--- src/rtl/uart_pkg.sv ---
// uart_pkg: shared types and constants for the UART transmit/receive blocks
//   tx_state_t     transmit FSM states
//   IDLE_LEVEL     level of the serial line between frames
//   MIN/MAX_DATA_BITS  legal payload widths
package uart_pkg;
    typedef enum logic [2:0] {IDLE, START, DATA, PARITY, STOP1, STOP2} tx_state_t;
    localparam logic IDLE_LEVEL    = 1'b1;
    localparam int   MIN_DATA_BITS = 5;
    localparam int   MAX_DATA_BITS = 9;
endpackage

--- src/rtl/uart_baud_gen.sv ---
// uart_baud_gen: bit-period timer; latches the divisor on load and ticks on the last clock of each bit
//   clk, rst   clock, synchronous active-high reset
//   load       frame start: latch max(div,1) as the bit period and restart the count
//   run        count while a frame is in progress
//   div        clocks per bit (0 behaves as 1)
//   bit_tick   high on the last clock of the current bit period
module uart_baud_gen #(
    parameter int DIV_W = 16
) (
    input  logic             clk,
    input  logic             rst,
    input  logic             load,
    input  logic             run,
    input  logic [DIV_W-1:0] div,
    output logic             bit_tick
);
    logic [DIV_W-1:0] reload, period, cnt;
    assign reload   = (div == '0) ? '0 : div - DIV_W'(1);
    assign bit_tick = run && (cnt == '0);
    always_ff @(posedge clk) begin
        if (rst) begin
            period <= '0;
            cnt    <= '0;
        end else if (load) begin
            period <= reload;
            cnt    <= reload;
        end else if (run) begin
            cnt <= bit_tick ? period : cnt - DIV_W'(1);
        end
    end
endmodule

--- src/rtl/uart_tx_frame.sv ---
// uart_tx_frame: configurable UART transmitter with a one-word holding register, LSB first
//   clk, rst    clock, synchronous active-high reset
//   tx_start    load request, accepted only while tx_ready
//   tx_data     word captured on an accepted tx_start
//   baud_div    clocks per bit, sampled at frame start (0 behaves as 1)
//   stop2       two stop bits when set, sampled at frame start
//   parity_odd  odd parity when set, sampled at frame start (only with UART_TX_PARITY_EN)
//   tx          serial line, idle high
//   tx_ready    holding register empty
//   tx_busy     frame in progress or holding register full
//   tx_done     one-cycle pulse on the last clock of the last stop bit
//   tx_overrun  one-cycle pulse after a tx_start seen while not ready
// Define UART_TX_PARITY_EN to add the parity bit and the parity_odd port.
module uart_tx_frame
    import uart_pkg::*;
#(
    parameter int DATA_BITS = 8,
    parameter int DIV_W     = 16
) (
    input  logic                 clk,
    input  logic                 rst,
    input  logic                 tx_start,
    input  logic [DATA_BITS-1:0] tx_data,
    input  logic [DIV_W-1:0]     baud_div,
    input  logic                 stop2,
`ifdef UART_TX_PARITY_EN
    input  logic                 parity_odd,
`endif
    output logic                 tx,
    output logic                 tx_ready,
    output logic                 tx_busy,
    output logic                 tx_done,
    output logic                 tx_overrun
);
    localparam int CW = $clog2(DATA_BITS + 1);
    localparam logic [CW-1:0] LAST_BIT = CW'(DATA_BITS - 1);

    tx_state_t            state, state_n;
    logic [DATA_BITS-1:0] hold, shift;
    logic [CW-1:0]        bit_cnt;
    logic                 hold_valid, stop2_l, bit_tick, frame_start;
`ifdef UART_TX_PARITY_EN
    logic                 par_bit;
`endif

    uart_baud_gen #(.DIV_W(DIV_W)) u_baud (
        .clk      (clk),
        .rst      (rst),
        .load     (frame_start),
        .run      (state != IDLE),
        .div      (baud_div),
        .bit_tick (bit_tick)
    );

    assign tx_ready    = !hold_valid;
    assign tx_busy     = (state != IDLE) || hold_valid;
    assign tx_done     = bit_tick && ((state == STOP1 && !stop2_l) || state == STOP2);
    // a held word starts on the very edge the previous frame ends, so back-to-back frames have no gap
    assign frame_start = hold_valid && (state == IDLE || tx_done);

    always_comb begin
        tx = (state == START) ? ~IDLE_LEVEL :
             (state == DATA)  ? shift[0] :
`ifdef UART_TX_PARITY_EN
             (state == PARITY) ? par_bit :
`endif
             IDLE_LEVEL;
    end

    always_comb begin
        state_n = state;
        case (state)
            START:   if (bit_tick) state_n = DATA;
`ifdef UART_TX_PARITY_EN
            DATA:    if (bit_tick && bit_cnt == LAST_BIT) state_n = PARITY;
`else
            DATA:    if (bit_tick && bit_cnt == LAST_BIT) state_n = STOP1;
`endif
            PARITY:  if (bit_tick) state_n = STOP1;
            STOP1:   if (bit_tick && stop2_l) state_n = STOP2;
            default: ;
        endcase
        if (tx_done) state_n = IDLE;
        if (frame_start) state_n = START;
    end

    always_ff @(posedge clk) begin
        if (rst) begin
            state      <= IDLE;
            hold       <= '0;
            hold_valid <= 1'b0;
            shift      <= '0;
            bit_cnt    <= '0;
            stop2_l    <= 1'b0;
            tx_overrun <= 1'b0;
`ifdef UART_TX_PARITY_EN
            par_bit    <= 1'b0;
`endif
        end else begin
            state      <= state_n;
            tx_overrun <= tx_start && hold_valid;
            // accept and consume never coincide: consuming needs hold_valid, accepting needs it clear
            if (tx_start && !hold_valid) begin
                hold       <= tx_data;
                hold_valid <= 1'b1;
            end else if (frame_start) begin
                hold_valid <= 1'b0;
            end
            if (frame_start) begin
                shift   <= hold;
                bit_cnt <= '0;
                stop2_l <= stop2;
`ifdef UART_TX_PARITY_EN
                par_bit <= (^hold) ^ parity_odd;
`endif
            end else if (bit_tick && state == DATA) begin
                shift   <= shift >> 1;
                bit_cnt <= bit_cnt + CW'(1);
            end
        end
    end
endmodule

--- config.mk ---
export PLATFORM = sky130hd
export DESIGN_NAME = uart_tx_frame
export DESIGN_NICKNAME = d
export VERILOG_FILES = /design/src/rtl/uart_pkg.sv /design/src/rtl/uart_baud_gen.sv /design/src/rtl/uart_tx_frame.sv
export SDC_FILE = /design/constraint.sdc
export NUM_CORES = 1
export LEC_CHECK = 0
export ABC_AREA = 1
export CAP_MARGIN = 5
export CORE_ASPECT_RATIO = 0.5
export CORE_UTILIZATION = 50
export DETAILED_ROUTE_END_ITERATION = 10
export PLACE_DENSITY = 0.73
export SLEW_MARGIN = 25
export SYNTH_ARGS = -nofsm -noshare
export SYNTH_HDL_FRONTEND = slang
export SYNTH_SLANG_ARGS = --single-unit
--- constraint.sdc ---
create_clock -name clk -period 2.2 [get_ports clk]
set_input_delay 0.33 -clock clk [delete_from_list [all_inputs] [get_ports clk]]
set_output_delay 0.33 -clock clk [all_outputs]
set_load 0.1 [all_outputs]
==> results_dict.tcl, run 1 <==
set metrics [dict create \
    dpl.hpwl_um 6320 \
    relSlewSlack_pct 75.2 \
    synth_warnings 0 \
    p_leak_nw 1.91 \
    die_y_um 60.4 \
    fin_util_pct 69.2 \
    cp_slowest_cell "dfxtp_2" \
    pwr-share-comb_pct 39.3 \
    crit_fanout 5 \
    p_int_w 0.00320 \
    cp-start-kind "flop" \
    placementRows 20 \
    antenna_found_initial 0 \
    synth_top_family_by_area "simple AND/OR/NAND/NOR gates" \
    cts.clk_slew.worst_paths_ps 50 \
    grt_usage_pct 26.1 \
    min_period_over_period_pct 94.1 \
    yosys.area_share.xor_xnor_pct 4.36 \
    grt_pass1_vias 2877 \
    first_pass_iters 5 \
    drv_cap 0 \
    drive_gt1_share_pct 14.9 \
    vias 3408 \
    cts.sinks 58 \
    fin_skew_ps 6.48 \
    die_x_um 119 \
    clock_latency_ps 340 \
    drt_wl_total_um 8660 \
    cts_max_level 3 \
    status "finished, final reports clean" \
    power_switching_share_pct 37.8 \
    ys_seq_elements 58 \
    path_class "reg -> out" \
    endpoint_kind "primary output" \
    portBuffers 32 \
    yosys_most_used_dff "dfxtp_1" \
    viasPerCell 5.19 \
    synth.area.top_cells "dfxtp_1, nand2_1, nor2_1" \
    hold_viol_final 0 \
    finalCriticalPeriod_ps 2070 \
    grt_max_degree 31 \
    hold_buffers 0 \
    slowest_delay_ps 380 \
    fmax_ghz 0.483 \
    clk_path_buf_depth 2 \
    crit_buf_inv 3 \
    arrival_ps 1740 \
    synthCells 514 \
    instances_no_fill 657 \
    rsz0062_at_grt "no" \
    grt_pass1_wl_um 14100 \
    nets 596 \
    cts-root-buf "clkbuf_16" \
    synth_fa_ha_area_share_pct 1.47 \
    syn_area_per_cell_um2 6.64 \
    cts_buffers 9 \
    yosysTopAreaCell "dfxtp_1" \
    syn_nets 546 \
    cp_cell_sequence "inv_1 -> nand2_2 -> inv_1 -> nor3_1 -> nand3b_1 -> nor2_4 -> buf_12" \
    peakVddDrop_mv 0.553 \
    synth_edf_count 0 \
    power_frac_seq_pct 27.3 \
    ys_seq_area_share_pct 34.0 \
    post_drt_wl_per_cell_um 13.2 \
    power.share.clock_pct 33.4 \
    gp_congestion 0.877 \
    yosys.area_share.simple_pct 33.8 \
    crit_family "simple AND/OR/NAND/NOR gates" \
    tightest_slew_ps 371 \
    ant_nets 0 \
    overflow 0 \
    p_switching_w 0.00194 \
    timing.hold.ws_ps 450 \
    synthArstFlopShare_pct 0 \
    setup_viol 0 \
    drtIter0Drc 343 \
    fp.coreArea_mm2 0.00633 \
    required_ps 1870 \
    drc_errors 0 \
    diodes 0 \
    io_pins 33 \
    syn_to_final_growth_pct 28.4 \
    cts_tree "yes" \
    netlist_area_mm2 0.00341 \
    hold_class "reg -> reg" \
    start_util_pct 53.9 \
    maxSlewViolCount 0 \
    synth_compound_area_share_pct 17.2 \
    power_density_mw_per_mm2 1170 \
    critPathMostFrequentCell "inv_1" \
    yosysUniqueCellTypes 39 \
    place_inst 638 \
    die_area_mm2 0.00718 \
    synth.area.mux_share_pct 0 \
    yosysTopAreaCellShare_pct 34.0 \
]
tightest hold or removal path, cell delays in order (launching register included):
cell and delay, ps:
dfxtp_1 290, inv_1 60, a21oi_1 50
cell type report:
cell class / count / area [um^2]
fillers: 556 / 1950
flip-flops and latches: 58 / 1160
well taps: 88 / 110
repair buffers: 54 / 536
inverters: 64 / 240
clock buffers: 9 / 225
clock inverters: 7 / 141
multi-input cells: 377 / 1970
worst paths after layout:
check | from | endpoint | slack (ps) | cells past startpoint
setup / recovery | state[2] | tx_done | 130 | 7
hold / removal | hold[3] | hold[3] | 450 | 2
setup reg to reg | u_baud.cnt[8] | shift[3] | 250 | 9
hold reg to reg | hold[3] | hold[3] | 450 | 2
logic make-up after synthesis:
| family | Yosys count |
|---|---|
| xor gates and xnor gates | 17 |
| buffers and inverters | 79 |
| and+or+nand+nor | 254 |
| adders and majority gates | 4 |
| AOI/OAI and AO/OA | 102 |
| DFF | 58 |
metrics by stage:
step | cell area [um^2] | setup slack [ps] | setup TNS (ps) | total power [W]
after global placement | 3970 | -39.5 | -174 | 0.00334
final | 4380 | 129 | 0 | 0.00514
after CTS | 4340 | 17.6 | 0 | 0.00509
after detailed placement | 3970 | -60.6 | -371 | 0.00336
after floorplan | 3420 | 245 | 0 | 0.00285
after global routing | 4380 | 41.7 | 0 | 0.00547
power groups by stage:
stage                     logic, W  clock network, W  registers [W]
after global placement     0.00193                 0        0.00141
after floorplan            0.00148                 0        0.00137
after global routing       0.00226           0.00178        0.00143
final                      0.00202           0.00172        0.00140
after detailed placement   0.00195                 0        0.00141
after CTS                  0.00197           0.00173        0.00139
placed cells by master (no fill, tap or decap), types with 10 or more instances in the layout:
cell	Yosys	routed
nor2_1	77	74
nand3_1	22	22
nor3_1	10	10
clkdlybuf4s50_1	0	27
dfxtp_1	58	56
nand2_1	109	108
a21oi_1	32	32
xor2_1	12	12
o21ai_0	43	43
buf_4	1	22
inv_1	63	62
state kept, by name, indices dropped and copies added, names as in the netlist:
name	flops
bit_cnt	4
hold	8
hold_valid	1
shift	8
state	3
stop2_l	1
tx_overrun	1
u_baud.cnt	16
u_baud.period	16
Yosys cell counts, drive strengths merged (5+ instances only):
cell / n
xor2: 12
o22ai: 10
a21oi: 36
xnor2: 5
clkbuf: 12
dfxtp: 58
nor2: 84
o21ai: 45
nand3: 27
nand2: 118
nor3: 10
inv: 64
repair_timing:
action,CTS,global route
pin swaps,0,2
setup buffers,0,3
endpoints found under the setup margin,1,16
gates resized for setup,1,7
per-layer routing:
layer	GRT usage (%)	routed length [um]
met1	38.3	4540
met2	36.8	3430
met3	8.27	656
met4	6.51	32
met5	0	0
Power figures use the tool's default switching activity.
==> run 2: changes to the inputs <==
--- a/config.mk
+++ b/config.mk
@@ -10,6 +10,7 @@
 export CORE_ASPECT_RATIO = 0.5
 export CORE_UTILIZATION = 50
 export DETAILED_ROUTE_END_ITERATION = 10
+export GPL_TIMING_DRIVEN = 0
 export PLACE_DENSITY = 0.73
 export SLEW_MARGIN = 25
 export SYNTH_ARGS = -nofsm -noshare
==> results_dict.tcl, run 2 (synthesized netlist as in run 1, its figures left out) <==
set metrics [dict create \
    status "finished, final reports clean" \
    arrival_ps 1760 \
    placed_area_mm2 0.00384 \
    grt_pass1_vias 2995 \
    finalCriticalPeriod_ps 2090 \
    cp-start-kind "flop" \
    fp.coreArea_mm2 0.00633 \
    final_common_cell "nand2_1" \
    top_regs "u_baud.cnt x16, u_baud.period x16" \
    first_pass_iters 5 \
    nets 592 \
    power_density_mw_per_mm2 1120 \
    holdPathStages 2 \
    use_met1_pct 38.6 \
    reg2regPathDepth 11 \
    grt_util_met2_pct 39.3 \
    required_ps 1870 \
    die_y_um 60.4 \
    r2r-start "u_baud.cnt[0]" \
    startpoint "tx_overrun" \
    io_pins 33 \
    drc_errors 0 \
    overflow 0 \
    fill_cells 587 \
    hold_buffers 0 \
    fin_skew_ps 4.95 \
    fmax_ghz 0.479 \
    relSlewSlack_pct 35.8 \
    antenna_found_initial 0 \
    syn_to_final_growth_pct 22.8 \
    post_drt_wl_per_cell_um 13.6 \
    grt_usage_pct 27.0 \
    crit_buf_inv 1 \
    cts-root-buf "clkbuf_16" \
    endpoint_kind "primary output" \
    design_area_mm2 0.00419 \
    grt-busiest-layer "met2" \
    cts_buffers 9 \
    die_x_um 119 \
    placementRows 20 \
    crit_fanout 1 \
    cts.sinks 58 \
    drt_wl_total_um 8840 \
    gp_congestion 0.962 \
    drtIter0Drc 274 \
    p_leak_nw 1.80 \
    start_util_pct 53.9 \
    total_power_w 0.00469 \
    dpl.hpwl_um 6630 \
    min_period_over_period_pct 94.9 \
    hold_viol_final 0 \
    crit_family "buffers and inverters" \
    final_cell_mix "nand2_1, nor2_1, inv_1" \
    cp_cell_sequence "clkdlybuf4s50_1" \
    drv_cap 0 \
    clk_path_buf_depth 2 \
    clock_latency_ps 330 \
    grt_max_degree 11 \
    portBuffers 31 \
    rsz0062_at_grt "yes" \
    gr-usage-met3_pct 7.99 \
    ant_nets 0 \
    slowest_delay_ps 1120 \
    drive_gt1_share_pct 12.1 \
    viasPerCell 5.21 \
    die_area_mm2 0.00718 \
    cts_max_level 3 \
    setup_viol 0 \
    crit-reg2reg-capture "u_baud.cnt[2]" \
    hold_end "u_baud.period[0]" \
    cp_slowest_cell "clkdlybuf4s50_1" \
    path_class "reg -> out" \
    peakVddDrop_mv 0.513 \
    maxSlewViolCount 0 \
    grt_pass1_wl_um 14500 \
    cts.clk_slew.worst_paths_ps 50 \
    min_from "rst" \
    cts_tree "yes" \
    diodes 0 \
    hold_class "in -> reg" \
    tightest_slew_ps 960 \
    vias 3398 \
    reg2reg_setup_slack_ps 160 \
]
run 2: worst max path at each step:
stage | endpoint | cells past startpoint
6_report | tx_overrun | 1
5_1_grt | u_baud.cnt[12] | 12
4_1_cts | tx_done | 7
3_5_place_dp | tx_done | 7
3_3_place_gp | tx_done | 7
2_1_floorplan | u_baud.cnt[10] | 6
run 2: final cells by class:
class / count / area (um^2) / area share, %
buffer: 15 / 77.6 / 1.85
tap: 88 / 110 / 2.63
sequential: 58 / 1160 / 27.8
timing repair buffer: 35 / 343 / 8.18
clock buffer: 12 / 246 / 5.88
clock inverter: 3 / 40.0 / 0.956
inverter: 64 / 240 / 5.73
multi-input combinational: 377 / 1970 / 47.0
run 2: per-layer routing:
layer	wire length, um	share of wire (%)
met3	793	9.0
met1	4580	52
met2	3380	38
met5	0	0
met4	84	0.95
run 2: repair_timing:
item / in CTS / in global routing
gates cloned: 0 / 0
pin swaps: 1 / 1
endpoints found under the setup margin: 4 / 41
resized for setup: 22 / 13
buffers inserted: 1 / 3
run 2: report_power, final:
part	internal, W	total [W]	switching (W)
clock	0.000894	0.00135	0.000451
combinational	0.000662	0.00195	0.00129
sequential	0.00124	0.00139	0.000156
total	0.00279	0.00469	0.00190
run 2: metrics by stage:
step / instances / worst slack [ps] / util (%) / setup TNS, ps / hold WS (ps)
after floorplan: 514 / 245 / - / 0 / 430
after global placement: 633 / -852 / 60.7 / -7240 / 443
after detailed placement: 633 / -839 / 60.7 / -6950 / 448
after CTS: 649 / 41.6 / 65.4 / 0 / 438
after global routing: 652 / -10.8 / 66.2 / -15.6 / 446
final: 652 / 111 / 66.2 / 0 / 445
==> run 3: changes to the inputs <==
--- a/config.mk
+++ b/config.mk
@@ -9,6 +9,7 @@
 export CAP_MARGIN = 5
 export CORE_ASPECT_RATIO = 0.5
 export CORE_UTILIZATION = 50
+export CTS_CLUSTER_DIAMETER = 50
 export DETAILED_ROUTE_END_ITERATION = 10
 export GPL_TIMING_DRIVEN = 0
 export PLACE_DENSITY = 0.73
==> results of run 3 <==
Final layout, timing and power as in run 2 (identical DEF).
